[src/rtl/axi_xbar_clr_pkg.sv]
// Shared definitions for the crossbar clear controller.
//   clr_state_e : controller FSM states (IDLE -> DRAIN -> CLEAR -> DONE).
//   cnt_width() : bit width needed to hold the values 0..max_val.
package axi_xbar_clr_pkg;

  typedef enum logic [1:0] {
    IDLE  = 2'd0,
    DRAIN = 2'd1,
    CLEAR = 2'd2,
    DONE  = 2'd3
  } clr_state_e;

  function automatic int unsigned cnt_width(input int unsigned max_val);
    return (max_val < 1) ? 1 : $clog2(max_val + 1);
  endfunction

endpackage

[src/rtl/axi_xbar_txn_cnt.sv]
// Saturating up/down counter of outstanding transactions for one port and
// one direction.
//   clk_i, rst_ni : clock, asynchronous active-low reset
//   clr_i         : synchronous clear to 0 (has priority over inc/dec)
//   inc_i, dec_i  : request issued / response completed; both together hold
//   full_o        : count == MaxTxns
//   empty_o       : count == 0
// Incrementing at MaxTxns or decrementing at 0 is a protocol error. It is
// caught by an assertion and the count holds instead of wrapping.
module axi_xbar_txn_cnt
  import axi_xbar_clr_pkg::*;
#(
  parameter int unsigned MaxTxns = 24
) (
  input  logic clk_i,
  input  logic rst_ni,
  input  logic clr_i,
  input  logic inc_i,
  input  logic dec_i,
  output logic full_o,
  output logic empty_o
);

  localparam int unsigned CntW = cnt_width(MaxTxns);
  localparam logic [CntW-1:0] MaxCnt = CntW'(MaxTxns);

  logic [CntW-1:0] cnt_reg;
  logic [CntW-1:0] cnt_next;

  always_comb begin
    cnt_next = cnt_reg;
    if (clr_i) begin
      cnt_next = '0;
    end else if (inc_i && !dec_i && (cnt_reg != MaxCnt)) begin
      cnt_next = cnt_reg + 1'b1;
    end else if (dec_i && !inc_i && (cnt_reg != '0)) begin
      cnt_next = cnt_reg - 1'b1;
    end
  end

  always_ff @(posedge clk_i or negedge rst_ni) begin
    if (!rst_ni) begin
      cnt_reg <= '0;
    end else begin
      cnt_reg <= cnt_next;
    end
  end

  assign full_o  = (cnt_reg == MaxCnt);
  assign empty_o = (cnt_reg == '0);

  a_no_overflow: assert property (@(posedge clk_i) disable iff (!rst_ni)
    !(inc_i && !dec_i && !clr_i && (cnt_reg == MaxCnt)));

  a_no_underflow: assert property (@(posedge clk_i) disable iff (!rst_ni)
    !(dec_i && !inc_i && !clr_i && (cnt_reg == '0)));

endmodule

[src/rtl/axi_xbar_clr_ctrl.sv]
// Clear controller for a clearable AXI crossbar. It tracks outstanding
// write and read transactions per slave port, and on a four-phase clear
// request it closes the AW/AR gates, waits for the ports to drain (or for a
// timeout), pulses the crossbar clear, and acknowledges.
// Sits beside the crossbar: xbar_clr_o drives the crossbar clr_i, and the
// crossbar clear acknowledge returns on xbar_clr_ack_i.
//   clk_i, rst_ni            : clock, asynchronous active-low reset
//   clr_req_i / clr_ack_o    : four-phase clear handshake with the requester
//   aw_hs_i, b_hs_i          : per-port AW accepted / B delivered
//   ar_hs_i, r_last_hs_i     : per-port AR accepted / last R beat delivered
//   w_last_hs_i              : reserved, not used
//   gate_aw_o, gate_ar_o     : per-port request to hold AW/AR valid+ready low
//   xbar_clr_o               : clear strobe to the crossbar (held in CLEAR)
//   xbar_clr_ack_i           : crossbar clear acknowledge
//   busy_o                   : a clear sequence is in progress
//   timeout_o                : sticky, last drain gave up on the timeout
module axi_xbar_clr_ctrl
  import axi_xbar_clr_pkg::*;
#(
  parameter int unsigned NumPorts      = 4,
  parameter int unsigned MaxTxns       = 24,
  parameter int unsigned TimeoutCycles = 1024
) (
  input  logic                clk_i,
  input  logic                rst_ni,
  input  logic                clr_req_i,
  output logic                clr_ack_o,
  input  logic [NumPorts-1:0] aw_hs_i,
  input  logic [NumPorts-1:0] w_last_hs_i,
  input  logic [NumPorts-1:0] b_hs_i,
  input  logic [NumPorts-1:0] ar_hs_i,
  input  logic [NumPorts-1:0] r_last_hs_i,
  output logic [NumPorts-1:0] gate_aw_o,
  output logic [NumPorts-1:0] gate_ar_o,
  output logic                xbar_clr_o,
  input  logic                xbar_clr_ack_i,
  output logic                busy_o,
  output logic                timeout_o
);

  localparam int unsigned TmoW = cnt_width(TimeoutCycles);
  localparam logic [TmoW-1:0] TmoLast = TmoW'(TimeoutCycles - 1);

  clr_state_e      state_reg, state_next;
  logic [TmoW-1:0] tmo_cnt_reg, tmo_cnt_next;
  logic            timeout_reg, timeout_next;

  logic [NumPorts-1:0] wr_full, wr_empty;
  logic [NumPorts-1:0] rd_full, rd_empty;
  logic                all_empty;
  logic                cnt_clr;

  // W-last handshakes are reserved for future use.
  logic unused_w_last;
  assign unused_w_last = ^w_last_hs_i;

  // The crossbar has dropped all state once it acknowledges the clear, so
  // the tracking counters are zeroed on the same edge.
  assign cnt_clr   = (state_reg == CLEAR) && xbar_clr_ack_i;
  assign all_empty = (&wr_empty) && (&rd_empty);

  for (genvar gi = 0; gi < NumPorts; gi++) begin : g_port
    axi_xbar_txn_cnt #(
      .MaxTxns (MaxTxns)
    ) u_wr_cnt (
      .clk_i   (clk_i),
      .rst_ni  (rst_ni),
      .clr_i   (cnt_clr),
      .inc_i   (aw_hs_i[gi]),
      .dec_i   (b_hs_i[gi]),
      .full_o  (wr_full[gi]),
      .empty_o (wr_empty[gi])
    );

    axi_xbar_txn_cnt #(
      .MaxTxns (MaxTxns)
    ) u_rd_cnt (
      .clk_i   (clk_i),
      .rst_ni  (rst_ni),
      .clr_i   (cnt_clr),
      .inc_i   (ar_hs_i[gi]),
      .dec_i   (r_last_hs_i[gi]),
      .full_o  (rd_full[gi]),
      .empty_o (rd_empty[gi])
    );
  end

  // State register.
  always_ff @(posedge clk_i or negedge rst_ni) begin
    if (!rst_ni) begin
      state_reg   <= IDLE;
      tmo_cnt_reg <= '0;
      timeout_reg <= 1'b0;
    end else begin
      state_reg   <= state_next;
      tmo_cnt_reg <= tmo_cnt_next;
      timeout_reg <= timeout_next;
    end
  end

  // Next-state logic. Once a clear has started it runs to DONE whatever
  // clr_req_i does; only DONE waits for the request to drop.
  always_comb begin
    state_next   = state_reg;
    tmo_cnt_next = tmo_cnt_reg;
    timeout_next = timeout_reg;
    case (state_reg)
      IDLE: begin
        if (clr_req_i) begin
          state_next   = DRAIN;
          tmo_cnt_next = '0;
          timeout_next = 1'b0;
        end
      end
      DRAIN: begin
        // Drained wins over a timeout that lands on the same cycle.
        if (all_empty) begin
          state_next = CLEAR;
        end else if (tmo_cnt_reg == TmoLast) begin
          state_next   = CLEAR;
          timeout_next = 1'b1;
        end else begin
          tmo_cnt_next = tmo_cnt_reg + 1'b1;
        end
      end
      CLEAR: begin
        if (xbar_clr_ack_i) begin
          state_next = DONE;
        end
      end
      DONE: begin
        if (!clr_req_i) begin
          state_next = IDLE;
        end
      end
      default: begin
        state_next = IDLE;
      end
    endcase
  end

  // Outputs, decoded from registered state and counts only.
  always_comb begin
    busy_o     = (state_reg != IDLE);
    xbar_clr_o = (state_reg == CLEAR);
    clr_ack_o  = (state_reg == DONE);
    gate_aw_o  = wr_full | {NumPorts{state_reg != IDLE}};
    gate_ar_o  = rd_full | {NumPorts{state_reg != IDLE}};
  end

  assign timeout_o = timeout_reg;

endmodule
[config.mk]
export PLATFORM = sky130hd
export DESIGN_NAME = axi_xbar_clr_ctrl
export DESIGN_NICKNAME = d
export VERILOG_FILES = /design/src/rtl/axi_xbar_clr_pkg.sv /design/src/rtl/axi_xbar_txn_cnt.sv /design/src/rtl/axi_xbar_clr_ctrl.sv
export SDC_FILE = /design/constraint.sdc
export NUM_CORES = 1
export LEC_CHECK = 0
export ABC_CLOCK_PERIOD_IN_PS = 3000
export CAP_MARGIN = 30
export CORE_UTILIZATION = 30
export CTS_CLUSTER_DIAMETER = 100
export DETAILED_ROUTE_END_ITERATION = 16
export GPL_TIMING_DRIVEN = 0
export SYNTH_ARGS = -nofsm -noshare
export SYNTH_HDL_FRONTEND = slang
export SYNTH_HIERARCHICAL = 1
export SYNTH_SLANG_ARGS = --single-unit
[constraint.sdc]
create_clock -name clk_i -period 3 [get_ports clk_i]
set_input_delay 0.6 -clock clk_i [delete_from_list [all_inputs] [get_ports clk_i]]
set_output_delay 0.6 -clock clk_i [all_outputs]
set_load 0.05 [all_outputs]
Word level (Yosys, flattened, before mapping)
Index checks and enable logic that the tools add are counted.
{"block": "word_totals", "regBits": 54, "out_inout_bits": 12, "elab_cells": 177}
{"block": "classes", "add_sub_neg": 17, "n_eq_ne": 27, "mux": 38, "bitwise": 2, "reduce_logical": 82}
{"operator": "two-way mux 5 bit", "count": 24}
{"operator": "adder 5 x 1 -> 5 bit (second input constant)", "count": 8}
{"operator": "== test 5 bit (second input constant)", "count": 8}
{"operator": "zero test 5 bit", "count": 8}
{"operator": "inequality test 5 bit (second input constant)", "count": 8}
{"operator": "nonzero test 5 bit", "count": 8}
{"operator": "subtractor 5 x 1 -> 5 bit (second input constant)", "count": 8}
{"operator": "logical AND 1 bit", "count": 34}
{"operator": "two-way mux 11 bit", "count": 3}
{"operator": "nonzero test 3 bit", "count": 8}
{"operator": "one-hot mux 11 bit (2 select lines)", "count": 1}
{"operator": "AND reduction 4 bit", "count": 5}
{"operator": "zero test 1 bit", "count": 16}
{"operator": "adder 11 x 1 -> 11 bit (second input constant)", "count": 1}
{"operator": "== test 11 x 10 -> 1 bit (second input constant)", "count": 1}
{"operator": "two-way mux 2 bit", "count": 5}
{"operator": "inequality test 2 bit (second input constant)", "count": 5}
{"operator": "bitwise OR 4 bit", "count": 2}
{"operator": "one-hot mux 2 bit (4 select lines)", "count": 1}
{"operator": "== test 2 bit (second input constant)", "count": 2}
{"operator": "nonzero test 2 bit", "count": 2}
{"operator": "two-way mux 1 bit", "count": 3}
{"operator": "inequality test 3 bit (second input constant)", "count": 1}
{"operator": "== test 2 x 1 -> 1 bit (second input constant)", "count": 1}
{"operator": "other kinds (3)", "count": 3}

Depth between registers and ports, before layout
{"block": "logic_depth", "depth_word": 6, "mapped_depth": 8}

By module
Netlist, hierarchy kept.
{"mod": "axi_xbar_txn_cnt", "n_inst": 8, "cells_each": 47, "area_each_um2": 447.9, "seq_area_each_um2": 125.1}
{"mod": "axi_xbar_clr_ctrl", "n_inst": 1, "cells_each": 108, "area_each_um2": 1022.2, "seq_area_each_um2": 350.3}

Worst setup path before layout
Ideal clock, no wire load.
{"block": "synth_timing", "path_kind": "input -> register", "start": "input port r_last_hs_i[0]", "end": "register g_port[0].u_rd_cnt.cnt_reg[4]", "setup_time_ns": 0.104, "arrival_time_ns": 2.473, "path_slack_ns": 0.423, "stages": 7, "n_path_buf": 0, "path_cell_list": "a311oi_2 > inv_1 > fa_1 > a21o_1 > a21oi_1 > mux2_2 > a211oi_1"}
{"block": "synth_between", "elab_chain_cells": 5, "word_cells_on_any_way": 8, "cone_classes": "mux (2); reduce/logical (6)"}
{"item": "start: declaration", "line": "axi_xbar_clr_ctrl.sv:32", "rtl": "input logic [NumPorts-1:0] r_last_hs_i,"}
{"item": "zero test 1 bit", "line": "axi_xbar_txn_cnt.sv:34", "rtl": "end else if (inc_i && !dec_i && (cnt_reg != MaxCnt)) begin"}
{"item": "logical AND 1 bit (2 in series)", "line": "axi_xbar_txn_cnt.sv:34"}
{"item": "two-way mux 5 bit", "line": "axi_xbar_txn_cnt.sv:34"}
{"item": "two-way mux 5 bit", "line": "axi_xbar_txn_cnt.sv:32", "rtl": "if (clr_i) begin"}
{"item": "end signal: assignment", "line": "axi_xbar_txn_cnt.sv:45", "rtl": "cnt_reg <= cnt_next;"}
{"item": "end: declaration", "line": "axi_xbar_txn_cnt.sv:27", "rtl": "logic [CntW-1:0] cnt_reg;"}
Parallel ways exist; a longest one is shown, timed or not.
A chain may end at the register's enable or synchronous reset.

Final worst setup path
{"block": "layout_timing", "start": "input port ar_hs_i[1]", "end": "register g_port[1].u_rd_cnt.cnt_reg[4]"}
{"block": "layout_between", "elab_chain_cells": 4, "word_cells_on_any_way": 8, "cone_classes": "mux (2); reduce/logical (6)"}
{"item": "start: declaration", "line": "axi_xbar_clr_ctrl.sv:31", "rtl": "input logic [NumPorts-1:0] ar_hs_i,"}
{"item": "logical AND 1 bit or zero test 1 bit (tied branches)", "line": "axi_xbar_txn_cnt.sv:34, axi_xbar_txn_cnt.sv:36"}
{"item": "logical AND 1 bit (on tied branches)", "line": "axi_xbar_txn_cnt.sv:34, axi_xbar_txn_cnt.sv:36"}
{"item": "two-way mux 5 bit or logical AND 1 bit (tied branches)", "line": "axi_xbar_txn_cnt.sv:34, axi_xbar_txn_cnt.sv:36"}
{"item": "two-way mux 5 bit or nonzero test 3 bit (tied branches)"}
{"item": "end signal: assignment", "line": "axi_xbar_txn_cnt.sv:45"}
{"item": "end: declaration", "line": "axi_xbar_txn_cnt.sv:27"}
Parallel ways exist; a longest one is shown, timed or not.

==> run summary <==
The flow ran to the end, and the final reports show no timing, DRC or antenna violations. The synthesized area per cell was 9.52 um^2. Area added between synthesis and finish: 22.6%.

The count of nets left with antenna violations once routing finished came out at 0. The clock tree synthesis step divided the H-tree into 2 levels. The core region is 14,800 um^2. The starting utilization of the core area was 31.2%; the worst-margin pin slew was 0.601 ns.

The post-synthesis sequential element count works out to 54. The source of the worst register-to-register timing path was g_port[3].u_rd_cnt/cnt_reg[1]. The number of max-slew violations in the final report is 0. The number of endpoints failing setup at the final stage was 0; the arrival time reported for the critical path endpoint was 3.13 ns.

The startpoint kind of the worst setup timing path is an input port. For the final count of hold timing violations, the log shows 0. Including well taps, the total number of placed cells is 701. The detailed-route vias per instance came out at 5.57.

The detailed-route via count was 4,057. The tools report the post-place setup slack as -0.469 ns. For this run, the number of Yosys warnings is 6.

After clock tree synthesis, the clock-pin slew on the worst setup and hold paths is 0.07 ns. VDD sags by at most 0.280 mV. The first detailed-routing pass ran for 4 iterations. The detailed router finished its first iteration with 201 violations.

At the end of routability-driven placement, the weighted congestion stood at 0.806. The total power per unit cell area is 744 nW/um^2, and the total number of clock tree sinks is 54. The critical path class is input port to register. At the end of the flow the core is filled with cells to 38.3%. The run gives 5650 um^2 as the area of all placed cells without fillers. The most critical setup path has its startpoint at ar_hs_i[1]. The number of cell instances on the worst register-to-register path was 6. The setup slack of the most critical reg-to-reg path came out at 0.33 ns.

Buffers placed on the I/O ports in this run total 31. The number of antenna violations at the first check in global routing was 0; the async set-reset flop share out of synthesis was 100%. Derived from the worst setup path, the maximum achievable clock frequency is 0.342 GHz. The cell chosen for the clock root was sky130_fd_sc_hd__clkbuf_16.

The logs give 729 for the non-filler instance count after layout and 0 for the final antenna diode count. Leaving out fill and tap cells, the most frequent cells in the layout are 54 x sky130_fd_sc_hd__dfrtp_1, 45 x sky130_fd_sc_hd__a21oi_1, 37 x sky130_fd_sc_hd__ha_1. The number of nets in the final layout came out at 614. The layout cell share with drive strength beyond 1 is 21.8%.

In the global route stage, overall resource usage came out at 14.2%. The die is 126 um tall. The run gives 0 as the post-detailed-route DRC marker count. Counting every net in the synthesized netlist gives 553. Class of the tightest hold or removal check: input port to async pin. The sequential area share after synthesis is 29.3%, and the clock latency of the later-clocked register in the worst-skew pair is 0.30 ns. Summed over all layers, the global routing overflow is 0. The number of enable-type register cells in the synthesized netlist was 0. The die is 126 um wide. Among all flip-flop cells after synthesis, the most frequent one is sky130_fd_sc_hd__dfrtp_1.

For the final database, setup skew stands at 0.00645 ns. The first global-routing pass estimated 18.9 mm of wire. The final clock period utilization by the worst path is 97.5%.

The type of element capturing the critical path is a register. The tools report the number of max-cap violations as 0. The instance area after placement is 5190 um^2. In the synthesized netlist, the number of instances is 484. In this run the core area contains 44 standard-cell rows. For the worst setup path, the data required time is 3.21 ns. Entering global routing, the biggest net connects 33 pins. The routed length per placed instance was 15.3 um.

Total standard cell area after synthesis: 4610 um^2. Counting the buffers created by CTS gives 5. Yosys mapped the design onto 56 distinct sky130hd cell types. In this run the worst path has a maximum fanout of 8.

Headroom to the max-slew limit came out at 60.0%. Counting I/O delays and the setup requirement, the final critical path takes 2.92 ns. The most common cell after layout, fill and taps aside was sky130_fd_sc_hd__dfrtp_1. The logs give 0.0761 ns for the smallest setup slack after layout and 4,098 for the via count of the first global-routing pass. For this design the static power due to leakage is 2.33 nW. The endpoint identified for the worst register-to-register timing path is tmo_cnt_reg[8].

Detailed placement finished with a half-perimeter wire length of 7.93 mm. The longest clock path from root to sink contains 2 buffers. The top-level I/O count was 36; the total detailed-routing wirelength was 11.1 mm. The run gives 15,900 um^2 as the area of the die. For the overall power consumption, the log shows 4.20 mW. TritonCTS built the clock tree.
cell families after synthesis:
kind of cell / synth area share (%)
AO/OA/AOI/OAI: 27.4
XOR/XNOR: 1.52
adder cells (fa/ha/maj): 13.5
buffers and inverters: 2.88
flip-flops: 29.3
multiplexers: 2.88
AND/OR/NAND/NOR: 22.5
metrics by stage:
stage / TNS, ns / hold slack (ns)
floorplan: 0 / 0.304
global placement: -37.00 / 0.498
detailed placement: -3.35 / 0.503
CTS: 0 / 0.325
global route: -0.0127 / 0.355
finish: 0 / 0.304
layout make-up:
| cell class | instances | area [um^2] |
|---|---|---|
| repair buffers | 54 | 527 |
| clock buffers | 5 | 125 |
| multi-input cells | 396 | 3270 |
| plain buffers | 4 | 21.3 |
| flip-flops and latches | 54 | 1350 |
| fillers | 1451 | 9110 |
| inverters | 30 | 113 |
| well taps | 184 | 230 |
| clock inverters | 2 | 10.0 |
worst max path at each step:
| stage | endpoint | cells past startpoint |
|---|---|---|
| 6_report | g_port[1].u_rd_cnt/cnt_reg[4] | 9 |
| 5_1_grt | g_port[0].u_rd_cnt/cnt_reg[4] | 9 |
| 4_1_cts | g_port[3].u_wr_cnt/cnt_reg[4] | 9 |
| 3_5_place_dp | g_port[2].u_wr_cnt/cnt_reg[4] | 9 |
| 3_3_place_gp | g_port[1].u_rd_cnt/cnt_reg[3] | 1 |
| 2_1_floorplan | g_port[0].u_rd_cnt/cnt_reg[4] | 7 |
critical path: stages:
cell and delay (ns):
sky130_fd_sc_hd__clkdlybuf4s50_1 0.54, sky130_fd_sc_hd__inv_1 0.09, sky130_fd_sc_hd__a311oi_4 0.38, sky130_fd_sc_hd__inv_2 0.16, sky130_fd_sc_hd__fa_1 0.43, sky130_fd_sc_hd__a21o_1 0.21, sky130_fd_sc_hd__a21oi_2 0.18, sky130_fd_sc_hd__mux2_2 0.35
sky130_fd_sc_hd__a211oi_1 0.20
where the power goes:
part	total (mW)	switching, mW	internal (mW)
Combinational	2.02	0.975	1.05
Sequential	1.61	0.585	1.02
Clock	0.575	0.272	0.303
Yosys cell counts, types with 9 or more instances:
master | instances | area, um^2
sky130_fd_sc_hd__a211o_1 | 11 | 96.3
sky130_fd_sc_hd__a211oi_1 | 9 | 67.6
sky130_fd_sc_hd__a21oi_1 | 53 | 265
sky130_fd_sc_hd__a2bb2oi_1 | 9 | 78.8
sky130_fd_sc_hd__and3_1 | 19 | 119
sky130_fd_sc_hd__dfrtp_1 | 54 | 1350
sky130_fd_sc_hd__ha_1 | 37 | 463
sky130_fd_sc_hd__inv_1 | 30 | 113
sky130_fd_sc_hd__mux2_2 | 10 | 113
sky130_fd_sc_hd__nand2b_1 | 9 | 56.3
sky130_fd_sc_hd__nand3_1 | 27 | 135
sky130_fd_sc_hd__nor2_1 | 18 | 67.6
sky130_fd_sc_hd__nor3_1 | 35 | 175
sky130_fd_sc_hd__o21ai_0 | 14 | 70.1
per-layer routing:
metal / vias to the layer above / routed length, um / track usage (%)
li1: 1989 / - / -
met2: 49 / 5680 / 25.4
met5: - / 0 / 0
met3: 15 / 251 / 1.87
met1: 2004 / 5050 / 18.1
met4: 0 / 146 / 3.47
what timing repair did:
| action | CTS | global route |
|---|---|---|
| cloned | 0 | 0 |
| pin swaps | 1 | 7 |
| endpoints found under the setup margin | 16 | 15 |
| buffers inserted | 1 | 20 |
| hold buffers | 0 | 0 |
| gates resized for setup | 17 | 22 |
(Power assumes the default switching activity.)
